===== config.mk =====
export PLATFORM = sky130hd
export DESIGN_NAME = stream_pattern_producer
export DESIGN_NICKNAME = d
export VERILOG_FILES = /design/src/rtl/stream_pattern_producer.sv
export SDC_FILE = /design/constraint.sdc
export NUM_CORES = 1
export LEC_CHECK = 0
export ABC_AREA = 1
export BUFFER_PORTS_ARGS = -buffer_cell sky130_fd_sc_hd__buf_2
export CORE_AREA = 4 4 172 174
export CTS_BUF_LIST = sky130_fd_sc_hd__clkbuf_4
export CTS_CLUSTER_SIZE = 30
export DETAILED_ROUTE_END_ITERATION = 16
export DIE_AREA = 0 0 176 178
export PLACE_DENSITY = 0.57
export RECOVER_POWER = 50
export SKIP_LAST_GASP = 1
export SYNTH_ARGS = -nofsm -noshare
export SYNTH_HDL_FRONTEND = slang
export SYNTH_SLANG_ARGS = --single-unit

===== constraint.sdc =====
create_clock -name clk -period 1.95 [get_ports clk]
set_input_delay 0.195 -clock clk [delete_from_list [all_inputs] [get_ports clk]]
set_output_delay 0.195 -clock clk [all_outputs]
set_load 0.01 [all_outputs]

===== src/rtl/stream_pattern_producer.sv =====
// rtl/stream_pattern_producer.sv - arithmetic-sequence burst source for a 32-bit valid/ready stream
module stream_pattern_producer #(
  parameter int DATA_W = 32,
  parameter int LEN_W  = 16
) (
  input  logic              clk,
  input  logic              rst_n,
  input  logic              start,
  input  logic [DATA_W-1:0] base,
  input  logic [DATA_W-1:0] stride,
  input  logic [LEN_W-1:0]  len,
  output logic              busy,
  output logic              done,
  output logic              vld,
  input  logic              rdy,
  output logic [DATA_W-1:0] data,
  output logic              last,
  output logic [LEN_W-1:0]  beat_count,
  output logic [DATA_W-1:0] checksum
);

  localparam logic [LEN_W-1:0] LEN_ONE = LEN_W'(1);

  typedef enum logic {
    IDLE = 1'b0,
    RUN  = 1'b1
  } state_t;

  state_t            state;
  logic [DATA_W-1:0] stride_r;
  logic [LEN_W-1:0]  len_r;

  // Count after the beat currently on the bus is accepted; drives the
  // look-ahead for last so it is ready with the following word.
  logic [LEN_W-1:0]  beat_next;
  logic              xfer;

  assign beat_next = beat_count + LEN_ONE;
  assign xfer      = vld & rdy;

  // Burst sequencer: all outputs are registered; vld is raised without
  // looking at rdy and only dropped after the final beat is accepted.
  always_ff @(posedge clk or negedge rst_n) begin
    if (!rst_n) begin
      state      <= IDLE;
      stride_r   <= '0;
      len_r      <= '0;
      busy       <= 1'b0;
      done       <= 1'b0;
      vld        <= 1'b0;
      data       <= '0;
      last       <= 1'b0;
      beat_count <= '0;
      checksum   <= '0;
    end else begin
      done <= 1'b0;
      case (state)
        IDLE: begin
          if (start) begin
            beat_count <= '0;
            checksum   <= '0;
            if (len != '0) begin
              stride_r <= stride;
              len_r    <= len;
              data     <= base;
              vld      <= 1'b1;
              last     <= (len == LEN_ONE);
              busy     <= 1'b1;
              state    <= RUN;
            end else begin
              // Empty burst: nothing to send, just signal completion.
              done <= 1'b1;
            end
          end
        end
        RUN: begin
          if (xfer) begin
            beat_count <= beat_next;
            checksum   <= checksum + data;
            if (last) begin
              // Final word stays on data for observation after the burst.
              vld   <= 1'b0;
              last  <= 1'b0;
              busy  <= 1'b0;
              done  <= 1'b1;
              state <= IDLE;
            end else begin
              data <= data + stride_r;
              last <= (beat_next == (len_r - LEN_ONE));
            end
          end
        end
        default: state <= IDLE;
      endcase
    end
  end

endmodule


==> impl_metrics.py <==
metrics = {
    "global_routing": {
        "grt_usage": 0.2395,
        "antenna_found_initial": 1,
        "grt_pass1_vias": 11850,
        "grt_pass1_wl_mm": 59.96,
        "grt_start_max_net_pins": 44,
        "overflow": 0,
    },
    "pwr": {
        "finalPower_mw": 33.68,
        "cellPowerDensity_mw_per_mm2": 2041,
        "ir_drop_mv": 0.8986,
        "p_leak_nw": 7.866,
    },
    "final_layout": {
        "fin_nets": 2114,
        "synthToLayoutAreaGrowth_pct": 64.40,
        "design_area_mm2": 0.01650,
        "finalNonFillerCells": 2354,
        "drive_above_1_share": 0.4547,
    },
    "synthesis": {
        "yosys_warnings": 0,
        "avgSynthCellArea_um2": 7.030,
        "syn_area_mm2": 0.01004,
        "synth-compound-area-share": 0.1650,
        "ys_seq_area_frac": 0.3291,
        "syn_nets": 1578,
        "synthArstFlopShare": 1.000,
        "synthAdderAreaFrac": 0.08376,
        "synth_cell_types": 46,
        "ys_ff_latch": 132,
        "muxShareOfSynthArea": 0.03590,
        "synth_top_family_by_area": "simple AND/OR/NAND/NOR gates",
        "syn_inst": 1428,
        "synth-simple-area-share": 0.2995,
        "synth.top_cell.area_share": 0.3291,
        "ys.flop_type": "dfrtp_1",
        "synth-xor-area-share": 0.01919,
        "synth.largest_area_cell": "dfrtp_1",
        "synth_edf_count": 0,
        "synth_area_leaders": "dfrtp_1 33%, nand2_1 15%, ha_1 8.0%, nor2_1 5.9%, inv_1 5.0%",
    },
    "worst_setup_path": {
        "crit_fanout": 4,
        "required_ns": 2.43,
        "worstSetupEndpointType": "register",
        "arrival_ns": 2.71,
        "start_kind": "register",
        "criticalPathCategory": "register to register",
        "rr_worst_depth": 14,
    },
    "routing": {
        "drt_iter0_markers": 818,
        "dr.pass1.iters": 6,
        "num_vias": 11950,
        "wl_per_cell_um": 16.75,
        "drtAntennaViolNets": 0,
        "vias_per_cell": 5.076,
        "route.detailed.drc": 0,
        "wl_mm": 39.44,
    },
    "floorplan": {
        "start_util": 0.3613,
        "die_w_um": 176,
        "io_pins": 168,
        "fp.dieH_um": 178,
        "num_rows": 61,
        "coreArea_mm2": 0.02778,
        "dieArea_mm2": 0.03133,
    },
    "timing": {
        "hold_slack_ns": 0.04528,
        "max-slew-margin-rel": 0.1888,
        "worst_pin_slew_ns": 1.217,
        "setup_viol": 46,
        "finalClockSkew_ns": 0.02776,
        "drv_slew": 0,
        "period_needed_ns": 2.229,
        "final_hold_viol_count": 0,
        "timing.fmax_mhz": 448.7,
        "rsz0062_at_grt": "yes",
        "finalCritPeriodShare": 1.143,
        "setup_ws_ns": -0.2788,
    },
    "place": {
        "dp_cells": 2189,
        "portBuffers": 167,
        "dp_hpwl_mm": 27.87,
        "placed_cell_area_mm2": 0.01313,
        "pre_cts_ws_ns": -0.3251,
        "gp_congestion": 0.9423,
    },
    "clock_tree": {
        "cts_sinks": 132,
        "cts_root_buf": "clkbuf_4",
        "cts_buffers": 17,
        "cts_buffer_depth": 2,
        "cts.clk_slew.worst_paths_ns": 0.14,
        "clk_latency_ns": 0.58,
        "cts_max_level": 4,
        "cts_tree": "done",
    },
    "run_status": {
        "outcome": "finished with violations",
        "violations": "setup timing",
    },
    "job": {
        "max-cap-violations": 0,
    },
    "min_path": {
        "holdCritPathClass": "input pin to register",
        "hold_depth": 3,
    },
}
-- report_power, final --
group          internal (mW)  total (mW)  switching, mW  leakage (nW)
registers               3.97        5.57           1.61          1.60
logic                   12.5        26.1           13.6          6.14
clock network          0.759        1.97           1.21         0.128
total                   17.3        33.7           16.4          7.87
-- layer usage --
metal,part of all wire,track usage
met5,0,0
met4,0.032,0.08252
met3,0.049,0.03052
met2,0.49,0.4237
met1,0.43,0.3025
-- area by class of cell --
type / count / area [um^2]
inverter: 140 / 533.0
clock buffer: 18 / 135.1
clock inverter: 12 / 136.4
multi-input combinational: 1124 / 7828
sequential: 132 / 3347
fill: 2467 / 11280
tap: 378 / 473.0
antenna: 1 / 2.502
timing repair buffer: 549 / 4049
-- cell usage after synthesis (6+ instances only) --
library cell / n
o21bai_1: 13
o21ai_0: 94
nor3_1: 15
clkbuf_1: 9
nand4_1: 18
o211ai_1: 9
ha_1: 64
inv_2: 6
a21o_1: 12
nor2_2: 11
a31oi_1: 7
nor2_1: 159
mux2_2: 32
o21ai_1: 14
o21a_1: 11
nand3_1: 77
o21ai_2: 7
nand2_1: 403
xor2_1: 17
dfrtp_1: 132
a21oi_1: 93
inv_1: 134
o22ai_1: 13
nand2_2: 10
buf_2: 14
-- registers in the layout (all words and copies together), names as in the netlist --
register,flops
stride_r,32
vld,1
checksum,32
beat_count,16
len_r,16
data,32
done,1
last,1
state,1
-- cells in the final DEF (no fill, tap or decap), types with 32 or more instances in the layout --
| cell | instances |
|---|---|
| ha_4 | 49 |
| nor2_1 | 118 |
| nand3_1 | 57 |
| nor2_2 | 36 |
| inv_1 | 118 |
| a21oi_2 | 49 |
| buf_2 | 156 |
| nand2_1 | 338 |
| a21oi_1 | 38 |
| dfrtp_1 | 97 |
| mux2_2 | 32 |
| buf_6 | 32 |
| o21ai_1 | 44 |
| dfrtp_2 | 35 |
| buf_4 | 263 |
| dlygate4sd3_1 | 80 |
| o21ai_0 | 51 |
| nand2_2 | 58 |
-- logic make-up (layout without fill, tap and decap cells) --
| kind of cell | count (synthesis) | count (layout) |
|---|---|---|
| AOI/OAI and AO/OA | 288 | 288 |
| adders and majority gates | 66 | 66 |
| other | 0 | 1 |
| DFF | 132 | 132 |
| and+or+nand+nor | 716 | 716 |
| xor gates and xnor gates | 22 | 22 |
| muxes | 32 | 32 |
| buffers and inverters | 172 | 719 |
-- metrics by stage --
stage,TNS [ns],util
6_report,-6.340,0.5940
5_1_grt,-15.56,0.5940
4_1_cts,-4.546,0.5487
3_5_place_dp,-8.239,0.4728
3_3_place_gp,-7.515,0.4728
2_1_floorplan,-0.2441,-
-- critical path: stages, from the launching register on --
cell and delay, ns:
dfrtp_1 0.42, buf_4 0.16, ha_4 0.28, nand2_1 0.09
buf_4 0.14, nor2_2 0.15, nand2_1 0.12, o21ai_4 0.19
nand2_2 0.13, nand2_4 0.11, nand2_4 0.07, nand3_2 0.06
nand3_1 0.07, nand2_1 0.09, nand2_1 0.04
-- final timing paths --
| path | startpoint | to | slack [ns] |
|---|---|---|---|
| hold / removal | rdy | done | 0.05 |
| hold reg to reg | stride_r[12] | stride_r[12] | 0.53 |
| min in group asynchronous | rst_n | checksum[4] | 0.41 |
| setup / recovery | data[10] | data[26] | -0.28 |
| setup reg to reg | data[10] | data[26] | -0.28 |
| max in group asynchronous | rst_n | len_r[6] | 0.19 |
-- what timing repair did --
item,CTS,global route
pin swaps,50,131
hold buffers,80,0
cloned,0,1
resized for setup,190,275
setup endpoints to repair,52,83
hold endpoints to repair,212,0
buffers inserted,23,36
No activity file was read; power rests on OpenSTA's default activity.
